--- config.mk ---
export PLATFORM = sky130hd
export DESIGN_NAME = axi_config_master
export DESIGN_NICKNAME = d
export VERILOG_FILES = /design/src/rtl/axi_config_master.sv
export SDC_FILE = /design/constraint.sdc
export NUM_CORES = 1
export LEC_CHECK = 0
export ABC_AREA = 0
export BUFFER_PORTS_ARGS = -buffer_cell sky130_fd_sc_hd__buf_2
export CORE_AREA = 2 2 146 148
export DETAILED_ROUTE_END_ITERATION = 8
export DIE_AREA = 0 0 148 150
export PLACE_DENSITY = 0.51
export SLEW_MARGIN = 0
export SYNTH_ARGS = -nofsm -noshare
export SYNTH_HDL_FRONTEND = slang
export SYNTH_SLANG_ARGS = --single-unit
--- constraint.sdc ---
create_clock -name clk -period 1.8 [get_ports clk]
set_input_delay 0.09 -clock clk [delete_from_list [all_inputs] [get_ports clk]]
set_output_delay 0.09 -clock clk [all_outputs]
set_load 0.01 [all_outputs]
--- src/rtl/axi_config_master.sv ---
// axi_config_master: turns single-word register read/write requests into single-beat AXI4 master transactions
// Ports:
//   clk, rst                       clock, synchronous active-high reset
//   wr, waddr, wdata, wstrb        write request (sampled when ready=1)
//   rd, raddr                      read request (sampled when ready=1; loses to wr)
//   ready                          idle, request can be accepted this cycle
//   wdone, rvalid, err             one-cycle completion pulses
//   rdata, resp                    last read data / last response, held
//   m_axi_aw*, m_axi_w*, m_axi_b*  AXI4 write channels
//   m_axi_ar*, m_axi_r*            AXI4 read channels
module axi_config_master #(
  parameter int ADDR_WIDTH = 32,
  parameter int DATA_WIDTH = 32,
  parameter int STRB_WIDTH = DATA_WIDTH / 8,
  parameter int ID_WIDTH   = 8,
  parameter int AXI_ID     = 0
) (
  input  logic                  clk,
  input  logic                  rst,
  input  logic                  wr,
  input  logic [ADDR_WIDTH-1:0] waddr,
  input  logic [DATA_WIDTH-1:0] wdata,
  input  logic [STRB_WIDTH-1:0] wstrb,
  input  logic                  rd,
  input  logic [ADDR_WIDTH-1:0] raddr,
  output logic                  ready,
  output logic                  wdone,
  output logic                  rvalid,
  output logic [DATA_WIDTH-1:0] rdata,
  output logic                  err,
  output logic [1:0]            resp,
  output logic [ID_WIDTH-1:0]   m_axi_awid,
  output logic [ADDR_WIDTH-1:0] m_axi_awaddr,
  output logic [7:0]            m_axi_awlen,
  output logic [2:0]            m_axi_awsize,
  output logic [1:0]            m_axi_awburst,
  output logic                  m_axi_awlock,
  output logic [3:0]            m_axi_awcache,
  output logic [2:0]            m_axi_awprot,
  output logic [3:0]            m_axi_awqos,
  output logic [3:0]            m_axi_awregion,
  output logic                  m_axi_awvalid,
  input  logic                  m_axi_awready,
  output logic [DATA_WIDTH-1:0] m_axi_wdata,
  output logic [STRB_WIDTH-1:0] m_axi_wstrb,
  output logic                  m_axi_wlast,
  output logic                  m_axi_wvalid,
  input  logic                  m_axi_wready,
  input  logic [ID_WIDTH-1:0]   m_axi_bid,
  input  logic [1:0]            m_axi_bresp,
  input  logic                  m_axi_bvalid,
  output logic                  m_axi_bready,
  output logic [ID_WIDTH-1:0]   m_axi_arid,
  output logic [ADDR_WIDTH-1:0] m_axi_araddr,
  output logic [7:0]            m_axi_arlen,
  output logic [2:0]            m_axi_arsize,
  output logic [1:0]            m_axi_arburst,
  output logic                  m_axi_arlock,
  output logic [3:0]            m_axi_arcache,
  output logic [2:0]            m_axi_arprot,
  output logic [3:0]            m_axi_arqos,
  output logic [3:0]            m_axi_arregion,
  output logic                  m_axi_arvalid,
  input  logic                  m_axi_arready,
  input  logic [ID_WIDTH-1:0]   m_axi_rid,
  input  logic [DATA_WIDTH-1:0] m_axi_rdata,
  input  logic [1:0]            m_axi_rresp,
  input  logic                  m_axi_rlast,
  input  logic                  m_axi_rvalid,
  output logic                  m_axi_rready
);
  typedef enum logic [2:0] {IDLE, WR_AW_W, WR_B, RD_AR, RD_R} state_t;
  localparam logic [2:0]          AXSIZE = 3'($clog2(STRB_WIDTH));
  localparam logic [ID_WIDTH-1:0] ID     = ID_WIDTH'(AXI_ID);
  state_t                  state_q, state_d;
  logic                    awv_q, awv_d, wv_q, wv_d, arv_q, arv_d;
  logic [ADDR_WIDTH-1:0]   addr_q, addr_d;
  logic [DATA_WIDTH-1:0]   wdata_q, wdata_d, rdata_q, rdata_d;
  logic [STRB_WIDTH-1:0]   wstrb_q, wstrb_d;
  logic [1:0]              resp_q, resp_d;
  logic                    wdone_q, wdone_d, rvalid_q, rvalid_d, err_q, err_d;
  logic                    acc_wr, acc_rd, b_hs, r_hs, r_done;
  logic                    unused_ids;
  assign unused_ids = ^{m_axi_bid, m_axi_rid};
  always_ff @(posedge clk) begin
    if (rst) begin
      state_q  <= IDLE;
      awv_q    <= 1'b0;
      wv_q     <= 1'b0;
      arv_q    <= 1'b0;
      addr_q   <= '0;
      wdata_q  <= '0;
      wstrb_q  <= '0;
      rdata_q  <= '0;
      resp_q   <= '0;
      wdone_q  <= 1'b0;
      rvalid_q <= 1'b0;
      err_q    <= 1'b0;
    end else begin
      state_q  <= state_d;
      awv_q    <= awv_d;
      wv_q     <= wv_d;
      arv_q    <= arv_d;
      addr_q   <= addr_d;
      wdata_q  <= wdata_d;
      wstrb_q  <= wstrb_d;
      rdata_q  <= rdata_d;
      resp_q   <= resp_d;
      wdone_q  <= wdone_d;
      rvalid_q <= rvalid_d;
      err_q    <= err_d;
    end
  end
  // AW and W are tracked separately: each valid drops on its own handshake
  always_comb begin
    acc_wr   = state_q == IDLE && wr;
    acc_rd   = state_q == IDLE && !wr && rd;
    b_hs     = state_q == WR_B && m_axi_bvalid;
    r_hs     = state_q == RD_R && m_axi_rvalid;
    r_done   = r_hs && m_axi_rlast;
    awv_d    = acc_wr || (awv_q && !m_axi_awready);
    wv_d     = acc_wr || (wv_q && !m_axi_wready);
    arv_d    = acc_rd || (arv_q && !m_axi_arready);
    addr_d   = acc_wr ? waddr : acc_rd ? raddr : addr_q;
    wdata_d  = acc_wr ? wdata : wdata_q;
    wstrb_d  = acc_wr ? wstrb : wstrb_q;
    rdata_d  = r_hs ? m_axi_rdata : rdata_q;
    resp_d   = b_hs ? m_axi_bresp : r_hs ? m_axi_rresp : resp_q;
    wdone_d  = b_hs;
    rvalid_d = r_done;
    err_d    = (b_hs && m_axi_bresp != 2'b00) || (r_done && m_axi_rresp != 2'b00);
    state_d  = state_q;
    case (state_q)
      IDLE:    state_d = wr ? WR_AW_W : rd ? RD_AR : IDLE;
      WR_AW_W: state_d = (!awv_q || m_axi_awready) && (!wv_q || m_axi_wready) ? WR_B : WR_AW_W;
      WR_B:    state_d = m_axi_bvalid ? IDLE : WR_B;
      RD_AR:   state_d = m_axi_arready ? RD_R : RD_AR;
      RD_R:    state_d = r_done ? IDLE : RD_R;
      default: state_d = IDLE;
    endcase
  end
  always_comb begin
    ready        = state_q == IDLE;
    m_axi_bready = state_q == WR_B;
    m_axi_rready = state_q == RD_R;
  end
  assign wdone          = wdone_q;
  assign rvalid         = rvalid_q;
  assign rdata          = rdata_q;
  assign err            = err_q;
  assign resp           = resp_q;
  assign m_axi_awid     = ID;
  assign m_axi_awaddr   = addr_q;
  assign m_axi_awlen    = 8'd0;
  assign m_axi_awsize   = AXSIZE;
  assign m_axi_awburst  = 2'b01;
  assign m_axi_awlock   = 1'b0;
  assign m_axi_awcache  = 4'b0011;
  assign m_axi_awprot   = 3'd0;
  assign m_axi_awqos    = 4'd0;
  assign m_axi_awregion = 4'd0;
  assign m_axi_awvalid  = awv_q;
  assign m_axi_wdata    = wdata_q;
  assign m_axi_wstrb    = wstrb_q;
  assign m_axi_wlast    = 1'b1;
  assign m_axi_wvalid   = wv_q;
  assign m_axi_arid     = ID;
  assign m_axi_araddr   = addr_q;
  assign m_axi_arlen    = 8'd0;
  assign m_axi_arsize   = AXSIZE;
  assign m_axi_arburst  = 2'b01;
  assign m_axi_arlock   = 1'b0;
  assign m_axi_arcache  = 4'b0011;
  assign m_axi_arprot   = 3'd0;
  assign m_axi_arqos    = 4'd0;
  assign m_axi_arregion = 4'd0;
  assign m_axi_arvalid  = arv_q;
endmodule

==> results.sh, run 1 <==
export IMPL_status="finished, final reports clean"
export IMPL_synth_seq_cells=111
export IMPL_finClkSkew_ns=0.00594
export IMPL_power_total_mw=6.49
export IMPL_maxCapViolCount=0
export IMPL_grt_use_total_pct=13.5
export IMPL_dp_cells=1116
export IMPL_cts_setup_buffers=0
export IMPL_hpwl_um=11400
export IMPL_ant_nets=0
export IMPL_synth_top_family_by_area="buffers and inverters"
export IMPL_drive_above_1_share_pct=35.1
export IMPL_setup_viol=0
export IMPL_first_pass_iters=4
export IMPL_ys_flop_type="dfxtp_1"
export IMPL_grt_ovfl_total=0
export IMPL_gp_congestion=0.747
export IMPL_drt_initial_drc_count=194
export IMPL_power_density_nw_per_um2=890
export IMPL_min_period_ns=1.61
export IMPL_leakage_nw=3.43
export IMPL_start_kind="flop"
export IMPL_vias_per_cell=4.07
export IMPL_synth_avg_cell_area_um2=8.21
export IMPL_crit_required_ns=1.71
export IMPL_critical_path_max_fanout=10
export IMPL_start_util_pct=24.4
export IMPL_die_y_um=150
export IMPL_syn_to_final_growth_pct=44.4
export IMPL_clk_root_buffer_cell="clkbuf_16"
export IMPL_cts_inserted_buffers=9
export IMPL_hp_class="primary input to flop"
export IMPL_holdPathStages=3
export IMPL_h_tree_depth=3
export IMPL_endpoint_kind="primary output"
export IMPL_clockBufferDepth=2
export IMPL_rsz0062_at_grt="no"
export IMPL_final_cells=1200
export IMPL_clock_sinks=111
export IMPL_coreArea_um2=20700
export IMPL_synthXorXnorAreaFrac_pct=0
export IMPL_syn_area_um2=5050
export IMPL_diodes=0
export IMPL_n_fill_cell=2224
export IMPL_synthDistinctLibCells=32
export IMPL_critPathKind="flop to primary output"
export IMPL_r2r_start="state_q[0]$_SDFF_PP0_"
export IMPL_grt_first_pass_wirelength_um=23800
export IMPL_postSynthCellCount=615
export IMPL_grt_pass1_vias=4547
export IMPL_synth_compound_area_share_pct=20.4
export IMPL_synth_most_common_cell="nand2_1"
export IMPL_synthSimpleGateAreaFrac_pct=14.6
export IMPL_worstSkewPairLatency_ns=0.35
export IMPL_nets=1083
export IMPL_synth_top_cells_by_count="nand2_1 (141), dfxtp_1 (111), a21oi_1 (108), buf_4 (107)"
export IMPL_whs_ns=0.0330
export IMPL_synthArstFlopShare_pct=0
export IMPL_cts_tree="done"
export IMPL_vias=4888
export IMPL_yosysTopAreaCell="dfxtp_1"
export IMPL_port_buffers=288
export IMPL_cts_clk_slew_worst_paths_ns=0.07
export IMPL_synth_seq_area_share_pct=44.0
export IMPL_max_freq_mhz=621
export IMPL_final_core_util_pct=35.2
export IMPL_synth_yosys_warnings=0
export IMPL_synth_fa_ha_area_share_pct=0
export IMPL_dp_slack_ns=0.291
export IMPL_synth_edf_count=0
export IMPL_design_area_um2=7290
export IMPL_hp_start="m_axi_bresp[0]"
export IMPL_post_cts_resize_count=0
export IMPL_finalCritPeriodShare_pct=89.4
export IMPL_dieArea_um2=22200
export IMPL_critPathArrivalTime_ns=1.52
export IMPL_synthTopCellsByArea="dfxtp_1 (44%), buf_4 (16%), a21oi_1 (11%)"
export IMPL_ir_drop_uv=397
export IMPL_std_cell_rows=53
export IMPL_dpl_cell_area_um2=6320
export IMPL_wl_per_cell_um=13.4
export IMPL_r2r_cells=4
export IMPL_fin_ws_ns=0.190
export IMPL_post_route_drc_count=0
export IMPL_wl_um=16000
export IMPL_final_max_slew_violation_count=0
export IMPL_yosys_area_top_type_share_pct=44.0
export IMPL_finalSetupTns_ns=0
export IMPL_critical_path_startpoint="state_q[1]$_SDFF_PP0_"
export IMPL_ios=380
export IMPL_grt_max_degree=41
export IMPL_finalHoldViolCount=0
export IMPL_synth_mux_area_share_pct=0.198
export IMPL_die_w_um=148
export IMPL_antenna_found_initial=0
## kinds of logic (layout without fill, tap and decap cells)
logic type | count (synthesis) | after routing
flops | 111 | 111
simple gates | 167 | 167
buf+inv | 155 | 392
other cells | 2 | 75
mux | 1 | 1
compound gates | 179 | 179
## power breakdown
part / internal [mW] / switching [mW]
Combinational: 0.769 / 0.932
Sequential: 2.68 / 0.162
Clock: 0.986 / 0.959
Total: 4.44 / 2.05
## registers in the layout, indices dropped and copies added (netlist names)
name and flops:
m_axi_araddr 32, m_axi_wdata 32, rdata 32, m_axi_wstrb 4, state_q 3, resp 2
err 1, m_axi_arvalid 1, m_axi_awvalid 1, m_axi_wvalid 1, rvalid 1, wdone 1
## worst max-delay path, stage by stage (launching register included)
cell	delay, ns
dfxtp_1	0.45
buf_4	0.21
nor3b_1	0.31
buf_2	0.20
## timing repair
action	CTS	global route
hold buffers	69	0
setup endpoints to repair	0	0
hold endpoints to repair	69	0
## layer usage
| metal | vias to the layer above | GRT usage, % | wire length (um) | share of wire (%) |
|---|---|---|---|---|
| met4 | 0 | 4.29 | 278 | 1.7 |
| met5 | - | 0 | 0 | 0 |
| met1 | 2171 | 16.9 | 6910 | 43 |
| met2 | 180 | 23.0 | 7770 | 48 |
| li1 | 2520 | - | - | - |
| met3 | 17 | 3.29 | 1070 | 6.7 |
## path summary, 6_finish.rpt
path                             endpoint  slack, ns
max                          m_axi_bready       0.19
min                  resp[0]$_SDFFE_PP0P_       0.03
min reg2reg  m_axi_wdata[26]$_SDFFE_PP0P_       0.45
max reg2reg  m_axi_wdata[29]$_SDFFE_PP0P_       0.28
## cell type report
class | instances | area [um^2] | area share (%)
timing repair buffer | 376 | 2380 | 32.6
inverter | 1 | 3.75 | 0.0515
clock inverter | 5 | 43.8 | 0.601
clock buffer | 10 | 239 | 3.28
tap | 275 | 344 | 4.72
multi-input combinational | 422 | 2060 | 28.3
sequential | 111 | 2220 | 30.5
## layout by cell type, fill, tap and decap left out, types with 2 or more instances in the layout
master           n
buf_2          287
nand2_1        141
dfxtp_1        111
a21oi_1        108
conb_1          75
dlygate4sd3_1   69
o22ai_1         32
a211oi_1        32
buf_4           12
clkbuf_16        9
buf_12           8
nand2b_1         5
nand3_1          3
nor2b_1          3
nor3b_1          2
nand4bb_1        2
a22oi_1          2
nand4b_1         2
o21ai_0          2
nor2_1           2
clkinvlp_4       2
clkinv_4         2
Note: power is estimated with default switching activity, not from simulation.
==> run 2: changes to the inputs <==
--- a/config.mk
+++ b/config.mk
@@ -11,6 +11,8 @@
 export DETAILED_ROUTE_END_ITERATION = 8
 export DIE_AREA = 0 0 148 150
 export PLACE_DENSITY = 0.51
+export RECOVER_POWER = 100
+export REMOVE_ABC_BUFFERS = 1
 export SLEW_MARGIN = 0
 export SYNTH_ARGS = -nofsm -noshare
 export SYNTH_HDL_FRONTEND = slang
==> run 2 against run 1 <==
Fmax decreased by 1.7%. Worst hold slack gained 0.0052 ns. Clock skew is 0.0040 ns higher. Sequential power barely moved. Sequential cell count is the same. Combinational power decreased by 5%. Largest power group unchanged.
==> results.sh, run 2 (synthesis gave the netlist of run 1 again) <==
export IMPL_leakage_nw=2.86
export IMPL_power_total_mw=6.60
export IMPL_clkPwrFrac_pct=32.4
export IMPL_dieArea_um2=22200
export IMPL_vias_per_cell=4.18
export IMPL_clock_sinks=111
export IMPL_post_route_drc_count=0
export IMPL_coreArea_um2=20700
export IMPL_status="finished, final reports clean"
export IMPL_ant_nets=0
export IMPL_power_density_nw_per_um2=931
export IMPL_wl_um=16300
export IMPL_switching_share_pct=30.9
export IMPL_final_cell_mix="buf_2 (145), clkbuf_1 (143), nand2_1 (141)"
export IMPL_antenna_found_initial=1
export IMPL_finalSetupTns_ns=0
export IMPL_final_max_slew_violation_count=0
export IMPL_pwr_share_seq_pct=43.2
export IMPL_rsz0062_at_grt="no"
export IMPL_p_int_mw=4.56
export IMPL_clockBufferDepth=2
export IMPL_start_kind="flop"
export IMPL_setup_viol=0
export IMPL_start_util_pct=24.4
export IMPL_worstSkewPairLatency_ns=0.35
export IMPL_syn_to_final_growth_pct=40.4
export IMPL_vias=5011
export IMPL_h_tree_depth=3
export IMPL_final_common_cell="buf_2"
export IMPL_r2r_start="state_q[1]$_SDFF_PP0_"
export IMPL_ios=380
export IMPL_p_sw_mw=2.04
export IMPL_maxCapViolCount=0
export IMPL_critical_path_startpoint="state_q[1]$_SDFF_PP0_"
export IMPL_ir_drop_uv=402
export IMPL_cts_clk_slew_worst_paths_ns=0.07
export IMPL_drive_above_1_share_pct=19.6
export IMPL_n_fill_cell=2277
export IMPL_finalCritPeriodShare_pct=91.0
export IMPL_hp_start="m_axi_bresp[1]"
export IMPL_grt_use_total_pct=13.4
export IMPL_p_comb_share_pct=24.4
export IMPL_grt_max_degree=68
export IMPL_grt_first_pass_wirelength_um=23300
export IMPL_diodes=0
export IMPL_die_y_um=150
export IMPL_port_buffers=288
export IMPL_hp_class="primary input to flop"
export IMPL_die_w_um=148
export IMPL_endpoint_kind="flop"
export IMPL_min_period_ns=1.64
export IMPL_gp_congestion=0.725
export IMPL_cts_inserted_buffers=9
export IMPL_r2r_setup_slack_ns=0.16
export IMPL_seq_area_um2=2220
export IMPL_hpwl_um=11100
export IMPL_critPathKind="flop to flop"
export IMPL_multiInputGateArea_um2=2070
export IMPL_clk_root_buffer_cell="clkbuf_16"
export IMPL_finalHoldViolCount=0
export IMPL_drt_initial_drc_count=154
export IMPL_critical_path_max_fanout=38
export IMPL_first_pass_iters=4
export IMPL_wl_per_cell_um=13.6
export IMPL_max_freq_mhz=611
export IMPL_grt_ovfl_total=0
export IMPL_cts_tree="done"
export IMPL_std_cell_rows=53
export IMPL_crit_required_ns=2.03
export IMPL_nets=1082
export IMPL_grt_pass1_vias=4530
export IMPL_finClkSkew_ns=0.00992
export IMPL_critPathArrivalTime_ns=1.86
==> run 2: cell count changes in the layout (fill, tap and decap cells not counted) <==
cell,before,now
clkbuf_2,0,1
buf_2,287,145
nor3_4,0,1
inv_8,1,0
clkbuf_8,1,0
clkbuf_1,0,143
clkbuf_16,9,10
bufinv_16,0,2
buf_12,8,2
clkbuf_4,0,2
buf_6,0,2
nor3_2,1,0
buf_4,12,11
clkinv_4,2,1
==> run 2: final timing paths <==
kind | depth (start not counted) | to
worst min-delay path | 3 | resp[1]$_SDFFE_PP0P_
worst max register to register | 4 | m_axi_wdata[17]$_SDFFE_PP0P_
worst min register to register | 2 | m_axi_wdata[2]$_SDFFE_PP0P_
worst max-delay path | 4 | m_axi_wdata[17]$_SDFFE_PP0P_
==> run 2: critical path: stages (launching register included) <==
cell	delay (ns)
dfxtp_1	0.42
or4b_1	0.52
clkbuf_4	0.33
nand2_1	0.15
a21oi_1	0.07
==> run 2: final cells by class <==
type / count / area share, %
Tap cell: 275 / 4.85
Clock inverter: 5 / 1.18
Inverter: 1 / 0.0530
Sequential cell: 111 / 31.4
Multi-Input combinational cell: 422 / 29.1
Clock buffer: 10 / 3.23
Timing Repair Buffer: 375 / 30.2
==> run 2: what timing repair did <==
item | CTS | global route
hold endpoints to repair | 69 | 0
gates resized for setup | 0 | 2
hold buffers | 69 | 0
setup buffers | 0 | 1
endpoints found under the setup margin | 0 | 1
==> run 2: routing by layer <==
metal  GRT usage [%]  vias up  part of all wire, %
met5               0        -                0.043
met4            5.52        2                  1.8
met3            2.62       20                  6.2
met2            24.7      201                   51
met1            15.2     2269                   41
li1                -     2519                    -
==> run 2: power by group through the flow <==
stage                     logic [mW]  clock network, mW  registers (mW)
after global placement          1.51                  0            2.90
after CTS                       1.64               2.25            2.85
after floorplan                0.596                  0            3.06
final                           1.61               2.14            2.85
after global routing            1.79               2.35            2.88
after detailed placement        1.52                  0            2.90
==> run 2: through the flow <==
stage                     setup slack (ns)  utilization (%)  cell area [um^2]  cells  hold slack, ns
after floorplan                      -2.79                -              4280    534           0.159
after global placement               0.293             30.1              6220   1112           0.333
after detailed placement             0.243             30.1              6220   1112           0.337
after CTS                           0.0226             34.9              7230   1196          0.0172
after global routing                0.0608             34.3              7090   1199          0.0514
final                                0.163             34.3              7090   1199          0.0381
